[src/rtl/lsu_pkg.sv]
// Shared types and constants for the load/store control stage.
package lsu_pkg;

    typedef enum logic [1:0] {
        ST_IDLE = 2'd0,
        ST_REQ  = 2'd1,
        ST_WAIT = 2'd2,
        ST_RESP = 2'd3
    } lsu_state_e;

    localparam logic [1:0] SZ_B = 2'd0;
    localparam logic [1:0] SZ_H = 2'd1;
    localparam logic [1:0] SZ_W = 2'd2;

    localparam int WMASK_W = 8;

    // Half needs an even offset, word needs offset 0; size 3 behaves as a word.
    function automatic logic is_misaligned(input logic [1:0] size, input logic [1:0] off);
        logic mis;
        case (size)
            SZ_B:    mis = 1'b0;
            SZ_H:    mis = off[0];
            default: mis = (off != 2'b00);
        endcase
        return mis;
    endfunction

endpackage

[src/rtl/lsu_align.sv]
// Combinational byte-lane logic: offset masking, store data/mask shift,
// and load extraction with sign/zero extension.
module lsu_align
    import lsu_pkg::*;
(
    input  logic [1:0]         off_i,
    input  logic [1:0]         size_i,
    input  logic               sext_i,
    input  logic [31:0]        wdata_i,
    input  logic [31:0]        rdata_i,
    output logic [31:0]        wdata_o,
    output logic [WMASK_W-1:0] wmask_o,
    output logic [31:0]        rdata_o
);

    logic [1:0]         off_eff;
    logic [3:0]         base_mask;
    logic [WMASK_W-1:0] base_mask_w;
    logic [31:0]        rshift;

    // Offset is forced to natural alignment so the lanes never straddle the word.
    always_comb begin
        off_eff   = off_i;
        base_mask = 4'b1111;
        case (size_i)
            SZ_B: base_mask = 4'b0001;
            SZ_H: begin
                base_mask = 4'b0011;
                off_eff   = {off_i[1], 1'b0};
            end
            default: off_eff = 2'b00;
        endcase
        base_mask_w = {{(WMASK_W-4){1'b0}}, base_mask};
        wmask_o     = base_mask_w << off_eff;
        wdata_o     = wdata_i << {off_eff, 3'b000};
        rshift      = rdata_i >> {off_eff, 3'b000};
    end

    // Extract the addressed byte/half and extend it; words pass through.
    always_comb begin
        case (size_i)
            SZ_B:    rdata_o = {{24{sext_i & rshift[7]}}, rshift[7:0]};
            SZ_H:    rdata_o = {{16{sext_i & rshift[15]}}, rshift[15:0]};
            default: rdata_o = rdata_i;
        endcase
    end

endmodule

[src/rtl/lsu_ctrl.sv]
// Load/store control stage in front of the memory model.
// Optional macro LSU_MISALIGN_CHECK_EN: misaligned requests bypass memory and
// respond with out_err=1; without it the offset is masked and the access proceeds.
//
// state   | meaning
// IDLE    | in_ready=1, waiting for a request
// REQ     | first memory cycle, mem_wen pulses here for stores
// WAIT    | extra LATENCY cycles of held request, capture at count 1
// RESP    | result held on out_* until out_ready
module lsu_ctrl
    import lsu_pkg::*;
#(
    parameter int LATENCY = 0
) (
    input  logic               clk,
    input  logic               rst_n,
    input  logic               in_valid,
    output logic               in_ready,
    input  logic [31:0]        in_addr,
    input  logic               in_wen,
    input  logic [1:0]         in_size,
    input  logic               in_sext,
    input  logic [31:0]        in_wdata,
    output logic               out_valid,
    input  logic               out_ready,
    output logic [31:0]        out_rdata,
`ifdef LSU_MISALIGN_CHECK_EN
    output logic               out_err,
`endif
    output logic               mem_valid,
    output logic [31:0]        mem_raddr,
    input  logic [31:0]        mem_rdata,
    output logic               mem_wen,
    output logic [31:0]        mem_waddr,
    output logic [31:0]        mem_wdata,
    output logic [WMASK_W-1:0] mem_wmask
);

    localparam logic [3:0] LAT_CNT = 4'(LATENCY);

    lsu_state_e         state_q, state_d;
    logic [3:0]         cnt_q, cnt_d;
    logic [31:0]        addr_q, wdata_q, rdata_q;
    logic               wen_q, sext_q;
    logic [1:0]         size_q;
    logic               accept, accept_err, capture, mem_active;
    logic [31:0]        al_wdata, al_rdata;
    logic [WMASK_W-1:0] al_wmask;

    assign accept = in_valid && (state_q == ST_IDLE);

`ifdef LSU_MISALIGN_CHECK_EN
    logic err_q;
    assign accept_err = is_misaligned(in_size, in_addr[1:0]);
    assign out_err    = out_valid & err_q;
`else
    assign accept_err = 1'b0;
`endif

    lsu_align u_align (
        .off_i   (addr_q[1:0]),
        .size_i  (size_q),
        .sext_i  (sext_q),
        .wdata_i (wdata_q),
        .rdata_i (mem_rdata),
        .wdata_o (al_wdata),
        .wmask_o (al_wmask),
        .rdata_o (al_rdata)
    );

    // Next-state logic; capture marks the last memory cycle.
    always_comb begin
        state_d = state_q;
        cnt_d   = cnt_q;
        capture = 1'b0;
        case (state_q)
            ST_IDLE: begin
                if (in_valid) state_d = accept_err ? ST_RESP : ST_REQ;
            end
            ST_REQ: begin
                if (LATENCY == 0) begin
                    capture = 1'b1;
                    state_d = ST_RESP;
                end else begin
                    cnt_d   = LAT_CNT;
                    state_d = ST_WAIT;
                end
            end
            ST_WAIT: begin
                cnt_d = cnt_q - 4'd1;
                if (cnt_q == 4'd1) begin
                    capture = 1'b1;
                    state_d = ST_RESP;
                end
            end
            ST_RESP: begin
                if (out_ready) state_d = ST_IDLE;
            end
            default: state_d = ST_IDLE;
        endcase
    end

    // State and latency counter.
    always_ff @(posedge clk or negedge rst_n) begin
        if (!rst_n) begin
            state_q <= ST_IDLE;
            cnt_q   <= '0;
        end else begin
            state_q <= state_d;
            cnt_q   <= cnt_d;
        end
    end

    // Request registers and the extended result.
    always_ff @(posedge clk or negedge rst_n) begin
        if (!rst_n) begin
            addr_q  <= '0;
            wdata_q <= '0;
            wen_q   <= 1'b0;
            size_q  <= SZ_B;
            sext_q  <= 1'b0;
            rdata_q <= '0;
        end else if (accept) begin
            addr_q  <= in_addr;
            wdata_q <= in_wdata;
            wen_q   <= in_wen;
            size_q  <= in_size;
            sext_q  <= in_sext;
            rdata_q <= '0;
        end else if (capture) begin
            rdata_q <= wen_q ? 32'd0 : al_rdata;
        end
    end

`ifdef LSU_MISALIGN_CHECK_EN
    // Error flag latched at acceptance and held through RESP.
    always_ff @(posedge clk or negedge rst_n) begin
        if (!rst_n)      err_q <= 1'b0;
        else if (accept) err_q <= accept_err;
    end
`endif

    assign in_ready   = (state_q == ST_IDLE);
    assign out_valid  = (state_q == ST_RESP);
    assign out_rdata  = out_valid ? rdata_q : 32'd0;
    assign mem_active = (state_q == ST_REQ) || (state_q == ST_WAIT);
    assign mem_valid  = mem_active;
    assign mem_wen    = (state_q == ST_REQ) && wen_q;
    assign mem_raddr  = mem_active ? {addr_q[31:2], 2'b00} : 32'd0;
    assign mem_waddr  = mem_raddr;
    assign mem_wdata  = mem_active ? al_wdata : 32'd0;
    assign mem_wmask  = mem_active ? al_wmask : '0;

endmodule

[config.mk]
export PLATFORM = sky130hd
export DESIGN_NAME = lsu_ctrl
export DESIGN_NICKNAME = d
export VERILOG_FILES = /design/src/rtl/lsu_pkg.sv /design/src/rtl/lsu_align.sv /design/src/rtl/lsu_ctrl.sv
export SDC_FILE = /design/constraint.sdc
export NUM_CORES = 1
export LEC_CHECK = 0
export ABC_AREA = 1
export BUFFER_PORTS_ARGS = -buffer_cell sky130_fd_sc_hd__buf_2
export CAP_MARGIN = 30
export CORE_MARGIN = 2
export CORE_UTILIZATION = 45
export CTS_CLUSTER_DIAMETER = 80
export CTS_CLUSTER_SIZE = 10
export DETAILED_ROUTE_END_ITERATION = 12
export GPL_TIMING_DRIVEN = 0
export PLACE_DENSITY = 0.73
export SLEW_MARGIN = 20
export SYNTH_ARGS = -nofsm -noshare
export SYNTH_HDL_FRONTEND = slang
export SYNTH_HIERARCHICAL = 1
export SYNTH_SLANG_ARGS = --single-unit
export TNS_END_PERCENT = 100
[constraint.sdc]
create_clock -name clk -period 2.1 [get_ports clk]
set_input_delay 0 -clock clk [delete_from_list [all_inputs] [get_ports clk]]
set_output_delay 0 -clock clk [all_outputs]
set_load 0.005 [all_outputs]
==> metrics <==
status finished clean; part of the power in registers between 20% and 30%; Max Cap Viol 0; Mapped Area 6980 sq um; 1st-pass router iterations 4; sequential area share after synthesis 38.0%; fill count 1438; aggregate global-route resource usage a little over a quarter; Clock power frac roughly an eighth; Ys Warns 6; crit path capture type output port; initial antenna violation count 1; Synth area leaders dfrtp_1 (38%), nand2_1 (22%), inv_1 (7.3%); CP max FO 10; # IOs about 240; Root Buffer clkbuf_16; part of the cycle the worst path needs a little over nine tenths; Starting Density a little under half; drt via density around 4.9; commonest non-fill, non-tap cell in the layout nand2_1; crit path DAT 2000 ps; Num CTS Buffers 9; largest net degree at the start of global routing 66; Setup crit end mem_waddr[7]; Logic pwr share a little over three fifths; std cell rows between 40 and 50; R2R Path Start size_q[0]; TritonCTS clock tree yes; Layout Skew a little over 9 ps; first-pass GRT wire length 35.1 mm; Power Total 14.2 mW; RePlAce Congestion around 0.94; Cells after Synth ~1000; CP Class flop to output port; peak supply drop ~1 mV; Cell variety after synth 35; Die Y 129 um; Worst R2R End rdata_q[0]; PortBufs 235; Fin Hold WS between 60 and 70 ps; Hold Path Class primary input to flop; setup_tns 0 ps; NetSw about 6.6 mW; Layout area overhead 36.6%; Max clock buf depth 2; GRT overflow 0; final net count 1437; # H-tree levels 3; clk_lat worst skew roughly 360 ps; Yosys top cell area share between 30% and 40%; final wirelength ~22 mm; initial drt markers 669; Critical Path Source Type flop; layout cell share with drive strength beyond 1 around 30%; Avg WL per Cell between 10 and 15 um; Period minus WS final about 2000 ps; number of cells on the worst hold path 5; vias in the first global route roughly 7000; Die Area about 17000 sq um; total vias in the final route 7425; Cell Int Power about 7.6 mW; Pins Over Slew Limit 0; Pleak 6.17 nW; final antenna-violating net count 0; R2R setup slack between 300 and 400 ps; fmax 0.500 GHz; area leader, netlist dfrtp_1; Synth Area per Inst ~7 sq um; final core occ 62.7%; Final Hold Violating Endpoints 0; area of the core 15200 sq um; HPWL after DPL ~16 mm; switching share of total power a little under half; most frequent cells in the layout nand2_1 (409), buf_2 (256), inv_1 (136), dfrtp_1 (106), dlygate4sd3_1 (69); Power Density about 1500 nW/um^2; CP startpoint state_q[0]; #FFs+latches synth 106; Worst-path clk slew roughly 80 ps; DRC Markers 0; CP required 2100 ps; RSZ-0062 raised after global routing false; reg2reg path depth 9; clk sinks 106; Finish-stage setup viols 0; Die W 129 um
metal layers:
| metal | track usage, % | routed length [um] | part of all wire, % | vias to the layer above |
|---|---|---|---|---|
| li1 | - | - | - | 3688 |
| met5 | 0 | 0 | 0 | - |
| met1 | 36.4 | 9760 | 44 | 3420 |
| met2 | 45.1 | 10500 | 48 | 290 |
| met3 | 4.74 | 1410 | 6.3 | 27 |
| met4 | 7.93 | 429 | 1.9 | 0 |
cell type report:
class	instances	area, sq um	area share (%)
diodes	2	5.00	0.0525
plain buffers	104	756	7.93
clock buffers	10	229	2.40
clock inverters	6	88.8	0.932
inverters	142	536	5.62
multi-input cells	658	3130	32.8
flip-flops and latches	106	2650	27.8
well taps	188	235	2.47
repair buffers	306	1910	20.0
logic make-up after synthesis:
kind of cell / share of synthesized area, %
AND/OR/NAND/NOR: 38.0
buffers and inverters: 17.7
flip-flops: 38.0
AO/OA/AOI/OAI: 4.75
adder cells (fa/ha/maj): 1.08
XOR/XNOR: 0.376
other: 0.108
synth_stat cells:
| cell | n |
|---|---|
| nand2_2 | 2 |
| buf_4 | 49 |
| nand3b_4 | 1 |
| nor2_2 | 1 |
| or2_1 | 5 |
| a22oi_1 | 1 |
| conb_1 | 2 |
| o22ai_1 | 8 |
| ha_1 | 6 |
| o21ai_0 | 8 |
| inv_1 | 136 |
| a21oi_4 | 1 |
| a21oi_1 | 13 |
| inv_4 | 1 |
| o211ai_1 | 8 |
| nor2_8 | 1 |
| xor2_1 | 2 |
| nand2_1 | 409 |
| dfrtp_1 | 106 |
| buf_2 | 34 |
| and2_1 | 1 |
| nand4_1 | 39 |
| xnor2_1 | 1 |
| o21ai_1 | 15 |
| nor2_4 | 1 |
| nand2_8 | 1 |
| nand3_2 | 28 |
| nor2_1 | 27 |
| buf_6 | 11 |
| nand2_4 | 3 |
| or2_2 | 1 |
| o221ai_1 | 2 |
| inv_2 | 5 |
| clkbuf_1 | 10 |
| nand3_1 | 65 |
worst min path at each step:
stage / slack, ps / to / start
detailed placement: -50 / rdata_q[9] / rst_n
finish: 70 / rdata_q[9] / mem_rdata[9]
CTS: 60 / rdata_q[9] / mem_rdata[9]
global placement: 190 / addr_q[15] / in_addr[15]
floorplan: -300 / addr_q[0] / rst_n
global route: 100 / rdata_q[16] / mem_rdata[16]
state kept, by name (all words and copies together) (netlist names):
name and count:
rdata_q 32, wen_q 1, cnt_q 4, size_q 2
state_q 2, sext_q 1, addr_q 32, wdata_q 32
per-stage QoR:
| step | area (sq um) | std cells | worst slack, ps |
|---|---|---|---|
| after floorplan | 7000 | 1010 | 626 |
| after global placement | 8420 | 1433 | -208 |
| after detailed placement | 8450 | 1434 | 170 |
| after CTS | 9480 | 1519 | 47.9 |
| after global routing | 9530 | 1521 | 1.18 |
| final | 9540 | 1522 | 99.7 |
critical path: stages, from the launching register on:
cell	delay, ps
dfrtp_1	400
inv_1	80
ha_1	330
buf_6	150
buf_12	140
buf_4	170
nand2_1	70
inv_1	50
buf_4	130
buf_2	120
timing repair:
action	in CTS	in global routing
buffers inserted	0	1
endpoints found under the setup margin	96	42
hold endpoints to repair	174	0
hold buffers	69	0
gates resized for setup	7	20
power by group through the flow:
stage	Sequential (mW)	Clock [mW]	Combinational [mW]
6_report	3.43	1.84	8.92
5_1_grt	3.53	1.97	9.96
4_1_cts	3.42	1.88	8.69
3_5_place_dp	3.45	0	8.45
3_3_place_gp	3.43	0	8.33
2_1_floorplan	3.28	0	5.71
(Power assumes the default switching activity.)
